`config.mk`:
```
export PLATFORM = sky130hd
export DESIGN_NAME = reg_wb_arbiter
export DESIGN_NICKNAME = d
export VERILOG_FILES = /design/src/rtl/reg_wb_pkg.sv /design/src/rtl/wb_fifo.sv /design/src/rtl/reg_wb_arbiter.sv
export SDC_FILE = /design/constraint.sdc
export NUM_CORES = 1
export LEC_CHECK = 0
export ABC_AREA = 1
export CORE_ASPECT_RATIO = 0.9
export CORE_MARGIN = 5
export CORE_UTILIZATION = 35
export CTS_CLUSTER_SIZE = 14
export DETAILED_ROUTE_END_ITERATION = 10
export PLACE_DENSITY = 0.61
export SLEW_MARGIN = 25
export SYNTH_ARGS = -nofsm -noshare
export SYNTH_HDL_FRONTEND = slang
export SYNTH_SLANG_ARGS = --single-unit
export TNS_END_PERCENT = 100
```
`constraint.sdc`:
```
create_clock -name clk_i -period 1.6 [get_ports clk_i]
set_input_delay 0.32 -clock clk_i [delete_from_list [all_inputs] [get_ports clk_i]]
set_output_delay 0.32 -clock clk_i [all_outputs]
set_load 0.05 [all_outputs]
```
`src/rtl/reg_wb_pkg.sv`:
```
// Shared widths and the write-port selection encoding for the register-file
// writeback arbiter.
package reg_wb_pkg;

   localparam int ADDR_W   = 5;
   localparam int DATA_W   = 32;
   localparam int NUM_REGS = 1 << ADDR_W;

   // Which source owns the register-file write port in a given cycle.
   typedef enum logic [1:0] {
      SEL_NONE = 2'd0,
      SEL_PIPE = 2'd1,
      SEL_MDU  = 2'd2
   } sel_t;

   // r0 is hardwired to zero, so writes to it are never performed.
   function automatic logic is_r0(input logic [ADDR_W-1:0] addr);
      return (addr == {ADDR_W{1'b0}});
   endfunction

endpackage

```
`src/rtl/wb_fifo.sv`:
```
// Small synchronous FIFO holding MDU results ({addr, data}) until the write
// port is free. Flags come straight from the registered occupancy count.
module wb_fifo
   import reg_wb_pkg::*;
#(
   parameter int DEPTH = 2,
   parameter int AW    = ADDR_W,
   parameter int DW    = DATA_W
) (
   input  logic          clk_i,
   input  logic          rst_i,
   input  logic          push_i,
   input  logic [AW-1:0] push_addr_i,
   input  logic [DW-1:0] push_data_i,
   input  logic          pop_i,
   output logic [AW-1:0] head_addr_o,
   output logic [DW-1:0] head_data_o,
   output logic          full_o,
   output logic          empty_o
);

   localparam int PTR_W = (DEPTH > 1) ? $clog2(DEPTH) : 1;
   localparam int CNT_W = $clog2(DEPTH + 1);
   localparam logic [PTR_W-1:0] LAST_PTR = PTR_W'(DEPTH - 1);
   localparam logic [CNT_W-1:0] FULL_CNT = CNT_W'(DEPTH);

   logic [AW+DW-1:0] mem_q [DEPTH];
   logic [AW+DW-1:0] mem_d [DEPTH];
   logic [PTR_W-1:0] wr_ptr_q, wr_ptr_d;
   logic [PTR_W-1:0] rd_ptr_q, rd_ptr_d;
   logic [CNT_W-1:0] count_q, count_d;
   logic             push_ok_s;
   logic             pop_ok_s;

   assign full_o      = (count_q == FULL_CNT);
   assign empty_o     = (count_q == {CNT_W{1'b0}});
   assign head_addr_o = mem_q[rd_ptr_q][AW+DW-1:DW];
   assign head_data_o = mem_q[rd_ptr_q][DW-1:0];

   // Next-state for storage, pointers and occupancy; overflow/underflow are blocked here too.
   always_comb begin
      mem_d     = mem_q;
      wr_ptr_d  = wr_ptr_q;
      rd_ptr_d  = rd_ptr_q;
      count_d   = count_q;
      push_ok_s = push_i & ~full_o;
      pop_ok_s  = pop_i & ~empty_o;

      if (push_ok_s) begin
         mem_d[wr_ptr_q] = {push_addr_i, push_data_i};
         wr_ptr_d        = (wr_ptr_q == LAST_PTR) ? {PTR_W{1'b0}} : wr_ptr_q + PTR_W'(1);
      end else begin
         wr_ptr_d = wr_ptr_q;
      end

      if (pop_ok_s) begin
         rd_ptr_d = (rd_ptr_q == LAST_PTR) ? {PTR_W{1'b0}} : rd_ptr_q + PTR_W'(1);
      end else begin
         rd_ptr_d = rd_ptr_q;
      end

      case ({push_ok_s, pop_ok_s})
         2'b10:   count_d = count_q + CNT_W'(1);
         2'b01:   count_d = count_q - CNT_W'(1);
         default: count_d = count_q;
      endcase
   end

   // FIFO state registers.
   always_ff @(posedge clk_i or negedge rst_i) begin
      if (!rst_i) begin
         for (int i = 0; i < DEPTH; i++) begin
            mem_q[i] <= {(AW + DW){1'b0}};
         end
         wr_ptr_q <= {PTR_W{1'b0}};
         rd_ptr_q <= {PTR_W{1'b0}};
         count_q  <= {CNT_W{1'b0}};
      end else begin
         mem_q    <= mem_d;
         wr_ptr_q <= wr_ptr_d;
         rd_ptr_q <= rd_ptr_d;
         count_q  <= count_d;
      end
   end

endmodule

```
`src/rtl/reg_wb_arbiter.sv`:
```
// Merges pipeline WB and queued MDU results onto the single register-file
// write port, forces a one-cycle pipeline stall when the MDU queue starves,
// and tracks outstanding MDU destinations for decode hazard detection.
module reg_wb_arbiter
   import reg_wb_pkg::*;
#(
   parameter int DEPTH      = 2,
   parameter int STARVE_MAX = 4
) (
   input  logic              clk_i,
   input  logic              rst_i,
   input  logic              pipe_we_i,
   input  logic [ADDR_W-1:0] pipe_addr_i,
   input  logic [DATA_W-1:0] pipe_data_i,
   input  logic              mdu_valid_i,
   input  logic [ADDR_W-1:0] mdu_addr_i,
   input  logic [DATA_W-1:0] mdu_data_i,
   output logic              mdu_ready_o,
   input  logic              issue_i,
   input  logic [ADDR_W-1:0] issue_addr_i,
   input  logic [ADDR_W-1:0] rs_addr_i,
   input  logic [ADDR_W-1:0] rt_addr_i,
   output logic              hazard_o,
   output logic              stall_o,
   output logic              error_o,
   output logic              RegWrite_o,
   output logic [ADDR_W-1:0] RDaddr_o,
   output logic [DATA_W-1:0] RDdata_o
);

   localparam int CNT_W = $clog2(STARVE_MAX + 1);
   localparam logic [CNT_W-1:0] STARVE_LIM = CNT_W'(STARVE_MAX);

   sel_t              sel_s;
   logic              push_s;
   logic              pop_s;
   logic              fifo_full_s;
   logic              fifo_empty_s;
   logic [ADDR_W-1:0] head_addr_s;
   logic [DATA_W-1:0] head_data_s;

   logic              we_q, we_d;
   logic [ADDR_W-1:0] addr_q, addr_d;
   logic [DATA_W-1:0] data_q, data_d;
   logic              stall_q, stall_d;
   logic              error_q, error_d;
   logic [CNT_W-1:0]  starve_q, starve_d;
   logic [NUM_REGS-1:0] busy_q, busy_d;

   wb_fifo #(
      .DEPTH (DEPTH),
      .AW    (ADDR_W),
      .DW    (DATA_W)
   ) u_fifo (
      .clk_i       (clk_i),
      .rst_i       (rst_i),
      .push_i      (push_s),
      .push_addr_i (mdu_addr_i),
      .push_data_i (mdu_data_i),
      .pop_i       (pop_s),
      .head_addr_o (head_addr_s),
      .head_data_o (head_data_s),
      .full_o      (fifo_full_s),
      .empty_o     (fifo_empty_s)
   );

   // Ready depends only on the registered occupancy, never on mdu_valid_i.
   assign mdu_ready_o = ~fifo_full_s;
   assign push_s      = mdu_valid_i & ~fifo_full_s;
   assign pop_s       = (sel_s == SEL_MDU);

   assign hazard_o    = busy_q[rs_addr_i] | busy_q[rt_addr_i];
   assign stall_o     = stall_q;
   assign error_o     = error_q;
   assign RegWrite_o  = we_q;
   assign RDaddr_o    = addr_q;
   assign RDdata_o    = data_q;

   // Pick the write-port owner: pipeline first unless stalled, else the FIFO head.
   always_comb begin
      sel_s = SEL_NONE;
      if (!stall_q && pipe_we_i && !is_r0(pipe_addr_i)) begin
         sel_s = SEL_PIPE;
      end else if (!fifo_empty_s) begin
         sel_s = SEL_MDU;
      end else begin
         sel_s = SEL_NONE;
      end
   end

   // Next values of the write-port registers; idle slots present zeros.
   always_comb begin
      we_d   = 1'b0;
      addr_d = {ADDR_W{1'b0}};
      data_d = {DATA_W{1'b0}};
      case (sel_s)
         SEL_PIPE: begin
            we_d   = 1'b1;
            addr_d = pipe_addr_i;
            data_d = pipe_data_i;
         end
         SEL_MDU: begin
            // An r0 result still pops, but produces no write.
            if (!is_r0(head_addr_s)) begin
               we_d   = 1'b1;
               addr_d = head_addr_s;
               data_d = head_data_s;
            end else begin
               we_d   = 1'b0;
               addr_d = {ADDR_W{1'b0}};
               data_d = {DATA_W{1'b0}};
            end
         end
         default: begin
            we_d   = 1'b0;
            addr_d = {ADDR_W{1'b0}};
            data_d = {DATA_W{1'b0}};
         end
      endcase
   end

   // Starvation counting, the one-cycle forced stall, and the sticky protocol error.
   always_comb begin
      starve_d = starve_q;
      stall_d  = 1'b0;
      error_d  = error_q;

      if (stall_q || fifo_empty_s || pop_s) begin
         starve_d = {CNT_W{1'b0}};
      end else if ((sel_s == SEL_PIPE) && (starve_q != STARVE_LIM)) begin
         starve_d = starve_q + CNT_W'(1);
      end else begin
         starve_d = starve_q;
      end

      stall_d = (starve_d == STARVE_LIM);

      // The pipeline must not request a write while it is being held.
      if (stall_q && pipe_we_i) begin
         error_d = 1'b1;
      end else begin
         error_d = error_q;
      end
   end

   // Busy scoreboard: pop clears the head destination, issue sets; set wins on a tie.
   always_comb begin
      busy_d = busy_q;
      if (pop_s && !is_r0(head_addr_s)) begin
         busy_d[head_addr_s] = 1'b0;
      end else begin
         busy_d = busy_q;
      end
      if (issue_i && !is_r0(issue_addr_i)) begin
         busy_d[issue_addr_i] = 1'b1;
      end else begin
         busy_d[0] = 1'b0;
      end
      busy_d[0] = 1'b0;
   end

   // Registered outputs, starve counter and scoreboard.
   always_ff @(posedge clk_i or negedge rst_i) begin
      if (!rst_i) begin
         we_q     <= 1'b0;
         addr_q   <= {ADDR_W{1'b0}};
         data_q   <= {DATA_W{1'b0}};
         stall_q  <= 1'b0;
         error_q  <= 1'b0;
         starve_q <= {CNT_W{1'b0}};
         busy_q   <= {NUM_REGS{1'b0}};
      end else begin
         we_q     <= we_d;
         addr_q   <= addr_d;
         data_q   <= data_d;
         stall_q  <= stall_d;
         error_q  <= error_d;
         starve_q <= starve_d;
         busy_q   <= busy_d;
      end
   end

endmodule

```
==> results of run 1 <==
[worst min-delay path, cell delays in order]
cell and delay [ns]:
sky130_fd_sc_hd__dlymetal6s2s_1 0.10, sky130_fd_sc_hd__buf_4 0.11, sky130_fd_sc_hd__nand2_1 0.05, sky130_fd_sc_hd__o21ai_0 0.06
[layout by cell type (no fill, tap or decap), types with 3 or more instances in the layout]
master,netlist,final
sky130_fd_sc_hd__buf_12,0,12
sky130_fd_sc_hd__buf_4,1,99
sky130_fd_sc_hd__buf_6,1,12
sky130_fd_sc_hd__buf_8,3,3
sky130_fd_sc_hd__clkbuf_16,0,18
sky130_fd_sc_hd__clkdlybuf4s50_1,0,86
sky130_fd_sc_hd__clkinv_2,0,6
sky130_fd_sc_hd__clkinv_8,0,3
sky130_fd_sc_hd__clkinvlp_4,0,4
sky130_fd_sc_hd__dfrtp_1,152,148
sky130_fd_sc_hd__dfrtp_2,0,4
sky130_fd_sc_hd__dlygate4sd2_1,0,3
sky130_fd_sc_hd__dlymetal6s2s_1,0,3
sky130_fd_sc_hd__inv_1,90,80
sky130_fd_sc_hd__inv_2,3,10
sky130_fd_sc_hd__inv_4,0,3
sky130_fd_sc_hd__mux2i_1,32,32
sky130_fd_sc_hd__nand2_1,279,258
sky130_fd_sc_hd__nand2_2,7,22
sky130_fd_sc_hd__nand2_4,0,6
sky130_fd_sc_hd__nand3_1,65,53
sky130_fd_sc_hd__nand3_2,0,11
sky130_fd_sc_hd__nand4_1,4,4
sky130_fd_sc_hd__nor2_1,18,13
sky130_fd_sc_hd__nor2_2,2,5
sky130_fd_sc_hd__nor2_4,1,3
sky130_fd_sc_hd__nor3_1,11,10
sky130_fd_sc_hd__o21ai_0,97,82
sky130_fd_sc_hd__o21ai_1,8,20
sky130_fd_sc_hd__o21ai_2,29,31
[flip-flops by register name, summed over array words and instances (netlist names), 2 cells and up]
| signal | count |
|---|---|
| busy_q | 31 |
| RDaddr_o | 5 |
| RDdata_o | 32 |
| u_fifo.mem_q | 74 |
| u_fifo.count_q | 2 |
| starve_q | 3 |
[worst max path at each step]
stage	from	end	cells after the start
finish	rs_addr_i[1]	hazard_o	9
global route	busy_q[30]$_DFF_PN0_	hazard_o	9
CTS	busy_q[15]$_DFF_PN0_	hazard_o	10
detailed placement	rt_addr_i[0]	hazard_o	11
global placement	rt_addr_i[0]	hazard_o	11
floorplan	stall_o$_DFF_PN0_	u_fifo.count_q[1]$_DFFE_PN0P_	8
[metrics by stage]
stage / instance area (um2) / power [W] / utilization
6_report: 10300 / 0.0199 / 0.510
5_1_grt: 10300 / 0.0212 / 0.510
4_1_cts: 9900 / 0.0190 / 0.492
3_5_place_dp: 9310 / 0.0152 / 0.463
3_3_place_gp: 9310 / 0.0151 / 0.463
2_1_floorplan: 7250 / 0.0120 / -
[report_power, final]
part           total (W)  switching (W)  internal [W]  leakage, nW
registers        0.00675        0.00117       0.00559         1.87
clock network    0.00362        0.00158       0.00204        0.257
logic            0.00956        0.00574       0.00382         2.97
total             0.0199        0.00848        0.0114         5.10
[metal layers]
layer / up-vias / wire length, um / part of all wire / track usage
li1: 3136 / - / - / -
met1: 2949 / 9510 / 0.47 / 0.240
met2: 184 / 8830 / 0.44 / 0.246
met3: 35 / 1200 / 0.060 / 0.0476
met4: 0 / 527 / 0.026 / 0.0640
met5: - / 0 / 0 / 0
[final cells by class]
class | instances | area share
Tap cell | 255 | 0.0311
Timing Repair inverter | 2 | 0.00317
Clock inverter | 12 | 0.00756
Inverter | 96 | 0.0376
Multi-Input combinational cell | 570 | 0.298
Clock buffer | 19 | 0.0441
Sequential cell | 152 | 0.371
Timing Repair Buffer | 220 | 0.207
[what timing repair did]
item | in CTS | in global routing
buffers inserted | 0 | 12
resized for setup | 23 | 80
endpoints found under the setup margin | 18 | 53
gates cloned | 0 | 3
endpoints found under the hold margin | 40 | 0
hold buffers | 1 | 0
pin swaps | 8 | 9
[logic make-up after synthesis]
family          share of synthesized area
xor+xnor                          0.00486
flops                               0.528
simple gates                        0.226
mux                                0.0444
compound gates                      0.115
fa+ha+maj                         0.00521
buf+inv                            0.0771
==> qor.csv, run 1 <==
metric;value;unit
violations in the final reports;negative setup slack;
cell count after placement;1280;
FF-to-FF path depth;10;
path type of the worst min-delay path;in2reg;
number of placed I/O pins;136;
initial antenna violation count;0;
remaining design rule violation count;0;
multi-input logic area;0.00306;mm2
maximum net fanout on the critical path;7;
Clock Tree Buf Depth;2;
Post-Place Setup Slack;-0.508;ns
Crit Path Category;in2out;
total global routing track utilization;0.169;
remaining global-route overflow;0;
RSZ-0062 raised after global routing;yes;
cell leakage power;5.10;nW
final worst path period share;1.21;
critical path capture point type;primary output;
Synth top area share;0.528;
total number of nets in the final design;1156;
critical path's top delay family;buffers and inverters;
WL/cell;15.1;um
number of antenna repair diodes;0;
CP Buf/Inv Count;3;
Final WS setup;-0.335;ns
detailed-route wire length;20100;um
worst-skew pair later-pin latency;0.42;ns
Std-Cell Rows;49;
Final GP Congestion;0.891;
reg-to-reg slack, setup;-0.13;ns
Final TNS setup;-1.40;ns
number of levels the H-tree was split into;4;
fraction of final layout cells with drive strength greater than 1;0.248;
warning count from the yosys run;0;
post-synth cell types;35;
number of vias in the routed layout;6304;
Crit path arrival time;1.61;ns
highest ir drop seen on vdd;1.04;mV
number of enable flip-flop cells after synthesis;0;
final setup skew;0.0107;ns
final number of max-transition violations;0;
total CTS buffers;17;
antenna-violating nets left;0;
count of maximum capacitance violations;0;
worst reg2reg path startpoint;u_fifo.rd_ptr_q$_DFFE_PN0P_;
worst path required time;1.28;ns
Critical Path, Cell by Cell;clkdlybuf4s50_1 > buf_4 > nand3_1 > nand3_1 > nand3_1 > nand3_1 > nand2_2 > nand2_4 > buf_8;
cell type with the largest total area after synthesis;sky130_fd_sc_hd__dfrtp_1;
clock sink count;152;
Crit path top cell by count;sky130_fd_sc_hd__nand3_1;
number of buffers added on ports;135;
Hold Path End;RDaddr_o[4]$_DFF_PN0_;
first-pass GRT wire length;32000;um
Hold Path Depth;4;
clock slew at the register clock pins of the worst setup and hold paths;0.06;ns
floorplan die area;0.0236;mm2
initial DRC count;418;
effective utilization at floorplan;0.358;
final worst path period need;1.93;ns
source of the worst hold timing path;pipe_addr_i[4];
Fill cells;1917;
sequential area share after synthesis;0.528;
Max-slew headroom;0.701;
area of the core;0.0201;mm2
final hold viol count;0;
post-detail-place hpwl;14500;um
result of the run;finished, violations left;
gate count after technology mapping;852;
Seq. cell area;0.00381;mm2
synthesized area per cell;8.46;um2
maximum number of pins on one net before global-route repair;49;
cell with the most instances after synthesis;sky130_fd_sc_hd__nand2_1;
worst reg2reg path endpoint;RDdata_o[31]$_DFF_PN0_;
most used flip-flop cell after synthesis;sky130_fd_sc_hd__dfrtp_1;
Worst Hold Margin;0.257;ns
via density per instance;4.75;
FFs w/ async S/R, synth;1.00;
fin cells;1326;
biggest area contributors in the synthesized netlist;sky130_fd_sc_hd__dfrtp_1 (53%), sky130_fd_sc_hd__nand2_1 (15%), sky130_fd_sc_hd__o21ai_0 (6.7%);
flops & latches, synth;152;
pwr dens;1940;mW/mm2
post-synthesis to final-layout area growth;42.4;%
Die W;161;um
cell types with the highest counts after synthesis;sky130_fd_sc_hd__nand2_1 (279), sky130_fd_sc_hd__dfrtp_1 (152), sky130_fd_sc_hd__o21ai_0 (97);
Net Count, Synth;949;
die height;146;um
number of iterations in the first detailed-routing pass;5;
CTS Root Buffer Type;sky130_fd_sc_hd__clkbuf_16;
final setup violation count;24;
post-synthesis cell area;0.00721;mm2
cell type of the slowest stage on the worst timing path;sky130_fd_sc_hd__clkdlybuf4s50_1;
slowest stage delay, CP;0.50;ns
achievable frequency;517;MHz
Startpoint Class;primary input;
transition at the pin with the smallest max-transition slack;0.449;ns
vias in the first global route;6231;
clock tree from TritonCTS;done;
No activity file was read; power rests on OpenSTA's default activity.
==> inputs of run 2 (changes only) <==
PLACE_DENSITY = 0.58   (was 0.61)
clock period = 2.2 ns   (was 1.6 ns; I/O delays follow)
==> run 2 against run 1 <==
The run now ends clean. Worst hold slack improved by 0.20 ns. Clock skew decreased by 0.0022 ns. Clock power decreased by 13%. Flip-flop and latch count unchanged. Global-route usage decreased by 0.11 points.
==> qor.csv, run 2 (synthesized netlist as in run 1, its figures left out) <==
metric;value;unit;change
Hold Path Depth;1;;-3
critical path startpoint;rs_addr_i[2];;
max reg flops;74;;unchanged
total CTS buffers;17;;unchanged
vias in the first global route;6137;;-1.5%
Final GP Congestion;0.861;;-3.4%
count of maximum capacitance violations;0;;unchanged
final worst path period need;2.09;ns;
clock slew at the register clock pins of the worst setup and hold paths;0.06;ns;about the same
switching power as a share of total power;0.408;;-0.0171
FF-to-FF path depth;10;;unchanged
clock tree from TritonCTS;done;;
Std-Cell Rows;49;;unchanged
total global routing track utilization;0.168;;-0.00113
result of the run;finished clean;;
die height;146;um;unchanged
capture point of the worst path;hazard_o;;
antenna-violating nets left;0;;unchanged
final number of max-transition violations;0;;unchanged
worst-skew pair later-pin latency;0.42;ns;about the same
pwr dens;1410;mW/mm2;-27%
relative contribution of combinational cells to total power;0.421;;-0.059
initial antenna violation count;1;;+1
Critical Path, Cell by Cell;clkdlybuf4s50_1 > buf_4 > nand3_1 > nand3_1 > nand3_1 > nand3_1 > nand2_1 > nand2_1 > buf_6;;
number of buffers added on ports;135;;unchanged
worst reg2reg path startpoint;u_fifo.rd_ptr_q$_DFFE_PN0P_;;
register ranked first by flip-flop count;u_fifo.mem_q;;
final setup violation count;0;;-100%
Internal;0.00812;W;-29%
maximum number of pins on one net before global-route repair;76;;+55%
Die W;161;um;unchanged
Clock Tree Buf Depth;2;;unchanged
initial DRC count;361;;-14%
first-pass GRT wire length;32100;um;+0.30%
final worst path period share;0.948;;
detailed-route wire length;19200;um;-4.6%
remaining design rule violation count;0;;unchanged
most common cell after layout, fill and taps aside;sky130_fd_sc_hd__nand2_1;;
worst reg2reg path endpoint;RDdata_o[2]$_DFF_PN0_;;
cell type of the slowest stage on the worst timing path;sky130_fd_sc_hd__clkdlybuf4s50_1;;
Crit Path Category;in2out;;
maximum net fanout on the critical path;4;;-3
cell leakage power;4.75;nW;-6.8%
achievable frequency;480;MHz;
reg-to-reg slack, setup;0.32;ns;+0.45 ns
number of placed I/O pins;136;;unchanged
number of iterations in the first detailed-routing pass;5;;unchanged
slowest stage delay, CP;0.49;ns;about the same
power spent charging and discharging nets;0.00561;W;-34%
floorplan die area;0.0236;mm2;unchanged
transition at the pin with the smallest max-transition slack;0.552;ns;+0.103 ns
clock sink count;152;;unchanged
number of vias in the routed layout;6041;;-4.2%
total number of nets in the final design;1106;;-4.3%
Final TNS setup;0;ns;+1.40 ns
Final Total Pwr;0.0137;W;-31%
CTS Root Buffer Type;sky130_fd_sc_hd__clkbuf_16;;
Startpoint Class;primary input;;
most used cells in the layout excluding fill and tap cells;sky130_fd_sc_hd__nand2_1 (279), sky130_fd_sc_hd__dfrtp_1 (151), sky130_fd_sc_hd__clkdlybuf4s50_1 (127);;
area of the core;0.0201;mm2;unchanged
critical path capture point type;primary output;;
post-detail-place hpwl;13800;um;-5.3%
Crit path top cell by count;sky130_fd_sc_hd__nand3_1;;
worst path required time;1.76;ns;+0.48 ns
final hold viol count;0;;unchanged
Max-slew headroom;0.631;;-0.0699
highest ir drop seen on vdd;0.748;mV;-28%
path type of the worst min-delay path;reg2reg;;
RSZ-0062 raised after global routing;no;;
Crit path arrival time;1.65;ns;+0.04 ns
sequential fraction of design power;0.351;;+0.012
post-synthesis to final-layout area growth;34.8;%;
effective utilization at floorplan;0.358;;unchanged
fraction of final layout cells with drive strength greater than 1;0.123;;-0.125
clock group share of total power;0.228;;+0.047
remaining global-route overflow;0;;unchanged
WL/cell;15.0;um;-0.97%
number of levels the H-tree was split into;4;;unchanged
final setup skew;0.00848;ns;-0.00220 ns
via density per instance;4.73;;-0.57%
[run 2: final cells by class]
class	instances	area, um2
multi-input combinational	570	2860
sequential	152	3800
inverter	96	374
antenna	1	2.50
clock inverter	11	169
fill	1985	10400
tap	255	319
clock buffer	21	460
timing repair buffer	172	1730
[run 2: per-layer routing]
layer / global-route usage / vias up / share of wire
met1: 0.232 / 2818 / 0.48
li1: - / 3039 / -
met4: 0.0443 / 0 / 0.013
met5: 0 / - / 0
met2: 0.256 / 165 / 0.44
met3: 0.0538 / 19 / 0.067
[run 2: critical path: cells and delay by family]
family,cells,cell delay [ns]
buf+inv,3,0.79
simple gates,6,0.40
[run 2: worst min-delay path by stage]
stage | endpoint | start | slack [ns]
4_1_cts | error_o$_DFFE_PN0P_ | error_o$_DFFE_PN0P_ | 0.47
5_1_grt | error_o$_DFFE_PN0P_ | error_o$_DFFE_PN0P_ | 0.49
6_report | error_o$_DFFE_PN0P_ | error_o$_DFFE_PN0P_ | 0.46
3_5_place_dp | RDdata_o[21]$_DFF_PN0_ | rst_i | 0.41
3_3_place_gp | RDdata_o[21]$_DFF_PN0_ | rst_i | 0.41
2_1_floorplan | RDaddr_o[0]$_DFF_PN0_ | rst_i | 0.14
[run 2: timing repair]
action,in CTS,in global routing
hold buffers,1,0
pin swaps,0,2
setup buffers,2,1
hold endpoints to repair,43,0
gates resized for setup,8,14
endpoints found under the setup margin,2,1
[run 2: power groups by stage]
stage	registers [W]	clock network (W)	logic (W)
2_1_floorplan	0.00560	0	0.00308
3_3_place_gp	0.00485	0	0.00575
3_5_place_dp	0.00485	0	0.00581
4_1_cts	0.00483	0.00320	0.00584
5_1_grt	0.00499	0.00334	0.00642
6_report	0.00482	0.00314	0.00578
[run 2: through the flow]
step | utilization | area [um2] | std cells | hold WS (ns) | worst slack [ns]
after global placement | 0.449 | 9020 | 1241 | 0.406 | -0.190
after CTS | 0.482 | 9690 | 1276 | 0.466 | -0.0144
after global routing | 0.483 | 9720 | 1278 | 0.486 | 0.00492
final | 0.483 | 9720 | 1278 | 0.457 | 0.115
after floorplan | - | 7210 | 852 | 0.144 | 0.152
after detailed placement | 0.449 | 9020 | 1241 | 0.409 | -0.254
